===== config.mk =====
export PLATFORM = sky130hd
export DESIGN_NAME = rf_write_scheduler
export DESIGN_NICKNAME = d
export VERILOG_FILES = /design/src/rtl/rf_write_scheduler.sv
export SDC_FILE = /design/constraint.sdc
export NUM_CORES = 1
export LEC_CHECK = 0
export ABC_CLOCK_PERIOD_IN_PS = 5200
export CELL_PAD_IN_SITES_DETAIL_PLACEMENT = 1
export CELL_PAD_IN_SITES_GLOBAL_PLACEMENT = 1
export CORE_MARGIN = 2
export CORE_UTILIZATION = 35
export CTS_CLUSTER_SIZE = 25
export DETAILED_ROUTE_END_ITERATION = 8
export GPL_ROUTABILITY_DRIVEN = 0
export PLACE_DENSITY = 0.87
export SYNTH_ARGS = -nofsm -noshare
export SYNTH_HDL_FRONTEND = slang
export SYNTH_SLANG_ARGS = --single-unit

===== constraint.sdc =====
create_clock -name clk -period 5.2 [get_ports clk]
set_input_delay 1.04 -clock clk [delete_from_list [all_inputs] [get_ports clk]]
set_output_delay 1.04 -clock clk [all_outputs]
set_load 0.005 [all_outputs]

===== src/rtl/rf_write_scheduler.sv =====
// -----------------------------------------------------------------------------
// rf_write_scheduler
//
// Shares the register file's single write port between the in-order pipeline
// writeback and a long-latency unit (multiply/divide). Long-unit results are
// buffered in a small FIFO and drained into cycles the pipeline leaves idle.
// A pending scoreboard marks registers whose long-unit result has not yet been
// written and stalls decode on RAW/WAW hazards against them. If the pipeline
// keeps the port busy for STARVE_LIMIT consecutive cycles while results wait,
// a stall is forced so that a bubble eventually frees the port.
//
// Ports
//   clk, reset                 clock, synchronous active-high reset
//   pipe_wb_en/rd/data         pipeline writeback request (highest priority)
//   lu_valid/ready/rd/data     long-unit result handshake into the FIFO
//   issue_en, issue_rd         long-unit op dispatched from ID (sets pending)
//   chk_rs1, chk_rs2, chk_rd   registers of the instruction in decode
//   stall                      hold IF/ID, bubble ID/EX
//   rf_we, rf_wa, rf_wd        register file write port
//   pending                    scoreboard, bit 0 always 0
//   fifo_count                 current FIFO occupancy
// -----------------------------------------------------------------------------
module rf_write_scheduler #(
    parameter int XLEN         = 32,
    parameter int FIFO_DEPTH   = 2,
    parameter int STARVE_LIMIT = 4
) (
    input  logic                          clk,
    input  logic                          reset,
    input  logic                          pipe_wb_en,
    input  logic [4:0]                    pipe_wb_rd,
    input  logic [XLEN-1:0]               pipe_wb_data,
    input  logic                          lu_valid,
    output logic                          lu_ready,
    input  logic [4:0]                    lu_rd,
    input  logic [XLEN-1:0]               lu_data,
    input  logic                          issue_en,
    input  logic [4:0]                    issue_rd,
    input  logic [4:0]                    chk_rs1,
    input  logic [4:0]                    chk_rs2,
    input  logic [4:0]                    chk_rd,
    output logic                          stall,
    output logic                          rf_we,
    output logic [4:0]                    rf_wa,
    output logic [XLEN-1:0]               rf_wd,
    output logic [31:0]                   pending,
    output logic [$clog2(FIFO_DEPTH):0]   fifo_count
);

    localparam int PTR_W = (FIFO_DEPTH > 1) ? $clog2(FIFO_DEPTH) : 1;
    localparam int CNT_W = $clog2(FIFO_DEPTH) + 1;
    localparam int STV_W = $clog2(STARVE_LIMIT + 1);

    // FIFO storage and state
    logic [4:0]      fifo_rd   [FIFO_DEPTH];
    logic [XLEN-1:0] fifo_data [FIFO_DEPTH];
    logic [PTR_W-1:0] wr_ptr, rd_ptr;
    logic [CNT_W-1:0] count;
    logic [31:0]      pending_q;
    logic [STV_W-1:0] starve;

    // Control decode
    logic        pipe_wins;
    logic        fifo_empty;
    logic        push;
    logic        drain;
    logic        blocked;
    logic        starved;
    logic [4:0]  head_rd;
    logic [31:0] set_mask;
    logic [31:0] clr_mask;
    logic [31:0] pending_next;

    assign pipe_wins  = pipe_wb_en && (pipe_wb_rd != 5'd0);
    assign fifo_empty = (count == '0);
    assign head_rd    = fifo_rd[rd_ptr];

    // Ready is based on the registered count only, so a same-cycle pop never
    // opens a slot early; held low throughout reset.
    assign lu_ready = !reset && (count < CNT_W'(FIFO_DEPTH));

    // A result for x0 completes the handshake but is dropped.
    assign push    = lu_valid && lu_ready && (lu_rd != 5'd0);
    assign drain   = !reset && !pipe_wins && !fifo_empty;
    assign blocked = pipe_wins && !fifo_empty;
    assign starved = (starve == STV_W'(STARVE_LIMIT));

    // Write-port arbitration: pipeline first, then FIFO head, else idle.
    always_comb begin
        // NOTE: every output of a combinational block gets a default first so
        // no path leaves it unassigned and a latch is never inferred.
        rf_we = 1'b0;
        rf_wa = 5'd0;
        rf_wd = '0;
        if (!reset) begin
            if (pipe_wins) begin
                rf_we = 1'b1;
                rf_wa = pipe_wb_rd;
                rf_wd = pipe_wb_data;
            end else if (!fifo_empty) begin
                rf_we = 1'b1;
                rf_wa = head_rd;
                rf_wd = fifo_data[rd_ptr];
            end
        end
    end

    // Scoreboard update: a new issue to the same register outranks the drain
    // of an older result to it.
    always_comb begin
        set_mask = '0;
        clr_mask = '0;
        if (issue_en && (issue_rd != 5'd0)) begin
            set_mask = 32'd1 << issue_rd;
        end
        if (drain) begin
            clr_mask = 32'd1 << head_rd;
        end
        pending_next = ((pending_q & ~clr_mask) | set_mask) & ~32'd1;
    end

    // Hazard stall: RAW on either source, WAW on the destination, or forced
    // bubble once the FIFO head has been starved for too long.
    always_comb begin
        stall = 1'b0;
        if (!reset) begin
            if ((chk_rs1 != 5'd0) && pending_q[chk_rs1]) stall = 1'b1;
            if ((chk_rs2 != 5'd0) && pending_q[chk_rs2]) stall = 1'b1;
            if ((chk_rd  != 5'd0) && pending_q[chk_rd])  stall = 1'b1;
            if (starved)                                 stall = 1'b1;
        end
    end

    // Control state
    always_ff @(posedge clk) begin
        // NOTE: sequential state uses non-blocking assignments so every
        // register samples the pre-edge values regardless of statement order.
        if (reset) begin
            wr_ptr    <= '0;
            rd_ptr    <= '0;
            count     <= '0;
            pending_q <= '0;
            starve    <= '0;
        end else begin
            if (push)  wr_ptr <= wr_ptr + PTR_W'(1);
            if (drain) rd_ptr <= rd_ptr + PTR_W'(1);

            unique case ({push, drain})
                2'b10:   count <= count + CNT_W'(1);
                2'b01:   count <= count - CNT_W'(1);
                default: count <= count;
            endcase

            pending_q <= pending_next;

            if (fifo_empty || drain) begin
                starve <= '0;
            end else if (blocked && !starved) begin
                starve <= starve + STV_W'(1);
            end
        end
    end

    // FIFO payload storage
    // NOTE: the payload array is deliberately not reset; entries are only
    // visible through the pointers and count, which are.
    always_ff @(posedge clk) begin
        if (push) begin
            fifo_rd[wr_ptr]   <= lu_rd;
            fifo_data[wr_ptr] <= lu_data;
        end
    end

    assign pending    = pending_q;
    assign fifo_count = count;

endmodule


==> run_results.csv <==
group,metric,value,unit
pwr,power.density,320,nW/um2
setup_path,critical_path.startpoint_type,"primary input",
cts,cts_root_buf,"clkbuf_16",
synth,synth_flop_cell,"edfxtp_1",
setup_path,worstSetupEndpoint,"rf_wd[11]",
cts,insertion_delay,0.42,ns
setup_path,cp.required,4.16,ns
cts,cts_resized,0,
grt,grt_usage,0.238,
cells_and_area,multi_input_area,2640,um2
setup_path,reg2reg_to,"fifo_data[1][24]",
route,routedWlPerCell,22.3,um
cells_and_area,fin_nets,782,
cells_and_area,register_area,3000,um2
setup_path,r2r_cells,3,
setup_path,r2r_start,"fifo_count[1]",
setup_path,startpoint,"pipe_wb_rd[1]",
cts,cts_tree,"yes",
route,drt_iter0_drc,264,
floorplan,initial_core_util,0.355,
route,ant_nets,0,
cts,path_clk_slew,0.06,ns
grt,antenna_found_initial,0,
placement,port_buffers,171,
grt,first_global_vias,5621,
floorplan,core_area,16400,um2
cells_and_area,layout-drive-gt1-share,0.111,
placement,dp_slack,0.597,ns
flow_run,max_cap_violations,0,
cts,numCtsBuffers,17,
synth,yosysUniqueCellTypes,58,
floorplan,die_width,133,um
cts,clockBufferDepth,2,
route,wirelength,20.4,mm
timing,worstMarginPinSlew,1.16,ns
timing,relSlewSlack,0.223,
timing,rsz0062_at_grt,"false",
timing,final-hold-violation-count,0,
timing,tns,0,ns
synth,async_flop_share,0,
synth,synth-edff-count,74,
setup_path,reg2reg_setup_slack,2.99,ns
timing,max_freq,217,MHz
grt,grt_max_degree,59,
synth,ys_seq_area_frac,0.515,
synth,syn-cell-area,5830,um2
setup_path,path_delay_family,"buffers and inverters",
grt,grt.overflow.total,0,
timing,drv_slew,0,
cells_and_area,syn2layout_area_growth,42.7,%
pwr,leakagePower,2.72,nW
grt,grt_pass1_wl,32.2,mm
floorplan,dieHeight,133,um
cells_and_area,fillers,1721,
setup_path,crit_path_top_delay_cell,"or4_4",
synth,synth_warnings,0,
setup_path,critPathKind,"primary input to primary output",
route,vias,5121,
setup_path,worstPathArrival,3.58,ns
setup_path,endpoint_kind,"primary output",
cts,clock-sinks,113,
route,dr.pass1.iters,5,
synth,synth_cells,522,
floorplan,row_count,47,
route,via_per_inst,5.61,
setup_path,path_cells,"clkdlybuf4s50_1, or4_4, o21ai_4, nor2_1, nor2_2, buf_4, a211oi_1, clkdlybuf4s50_1",
timing,post-route-period-util,0.888,
synth,syn_avg_cell_area,11.2,um2
cts,cts_max_level,4,
timing,fin_ws,0.581,ns
setup_path,crit_top_cell,"clkdlybuf4s50_1",
route,drc,0,
outcome,status,"finished clean",
floorplan,die_area,17700,um2
setup_path,crit_buf_inv,3,
hold_path,whs_path_depth,2,
setup_path,crit_fanout,30,
timing,fin_worst_skew,0.00833,ns
setup_path,path_depth,8,
pwr,vdd_drop_max,219,uV
cells_and_area,diodes,0,
synth,synth_nets,624,
setup_path,worst_path_largest_cell_delay,0.56,ns
cts,ctsHoldBuffers,0,
timing,period_minus_slack,4.62,ns
cts,cts_setup_buffers,0,
timing,finalSetupViolations,0,
synth,ys_ff_latch,113,
placement,dp_hpwl,15.0,mm
floorplan,num_io_pins,173,
hold_path,min_path_type,"flip-flop to flip-flop",
power by group:
part | switching (mW) | total, mW | internal, mW
clock | 0.447 | 1.20 | 0.757
combinational | 0.218 | 0.436 | 0.217
sequential | 0.0251 | 1.02 | 0.995
routing by layer:
metal / up-vias / share of wire / GRT usage
met3: 28 / 0.079 / 0.0678
met5: - / 0 / 0
met4: 0 / 0.017 / 0.0795
li1: 2290 / - / -
met2: 253 / 0.51 / 0.419
met1: 2550 / 0.39 / 0.279
registers in the layout (all words and copies together), names as in the netlist, named ones only:
register and cells:
fifo_count 2, fifo_data 64, fifo_rd 10, pending 31, rd_ptr 1, starve 3, wr_ptr 1
metrics by stage:
stage	utilization	hold WS (ns)	cell area (um2)	total power, mW	instances
2_1_floorplan	-	0.480	5830	1.24	522
3_3_place_gp	0.470	0.483	7710	1.44	881
3_5_place_dp	0.470	0.505	7710	1.47	881
4_1_cts	0.507	0.528	8320	2.68	913
5_1_grt	0.507	0.569	8320	2.75	913
6_report	0.507	0.529	8320	2.66	913
cell usage in the layout, fill, tap and decap left out, types with 7 or more instances in the layout:
cell type and instances:
mux4_2 16, clkbuf_16 17, o31ai_1 7, nand2_1 49, o21ai_0 22, nand2b_1 7, a211oi_2 8, a211oi_1 21
mux2i_1 49, nor2_1 50, o21ai_1 10, dfxtp_1 38, a21oi_1 42, edfxtp_1 74, nor2b_1 9, clkdlybuf4s50_1 171
synthesized netlist by cell type, drive strengths merged, types with 2 or more instances:
cell,count,share of area
mux2,6,0.012
a22o,2,0.0030
o22ai,2,0.0021
o32ai,2,0.0030
buf,28,0.025
nand2,49,0.032
a211oi,29,0.044
nor3b,3,0.0039
nand2b,7,0.0075
clkbuf,10,0.0064
nor2,53,0.034
nor2b,9,0.0097
o31ai,7,0.0090
xnor2,3,0.0045
mux2i,49,0.084
nor3,6,0.0052
ha,3,0.0064
dfxtp,39,0.13
or4,3,0.0045
edfxtp,74,0.38
a22oi,3,0.0039
inv,6,0.0039
nand4,7,0.012
nand3b,3,0.0039
nor4,3,0.0032
mux4,16,0.062
a2bb2oi,2,0.0030
a21oi,42,0.036
o21ai,33,0.030
or3,3,0.0032
cells by family (layout without fill, tap and decap cells):
family	count (synthesis)	after routing	synth area share
other	1	1	0.000643
adder cells (fa/ha/maj)	3	3	0.00644
AND/OR/NAND/NOR	151	151	0.125
AO/OA/AOI/OAI	135	135	0.154
XOR/XNOR	4	4	0.00601
buffers and inverters	44	215	0.0356
flip-flops	113	113	0.515
multiplexers	71	71	0.158
worst register-to-register path: cells and delay by family, from the launching register on:
family / cells / cell delay (ns)
AND/OR/NAND/NOR: 2 / 1.16
flip-flops: 1 / 0.36
AO/OA/AOI/OAI: 1 / 0.30
worst min-delay path by stage:
stage	start	slack (ns)	endpoint
6_report	rd_ptr	0.53	flip-flop
5_1_grt	pending[19]	0.57	pending[19]
4_1_cts	rd_ptr	0.53	flip-flop
3_5_place_dp	rd_ptr	0.50	flip-flop
3_3_place_gp	rd_ptr	0.48	flip-flop
2_1_floorplan	rd_ptr	0.48	flip-flop
area by class of cell:
| class | instances | share of cell area |
|---|---|---|
| Tap cell | 220 | 0.0331 |
| Timing Repair Buffer | 177 | 0.213 |
| Clock inverter | 15 | 0.0221 |
| Sequential cell | 113 | 0.361 |
| Clock buffer | 17 | 0.0512 |
| Multi-Input combinational cell | 365 | 0.317 |
| Inverter | 6 | 0.00271 |
No activity file was read; power rests on OpenSTA's default activity.
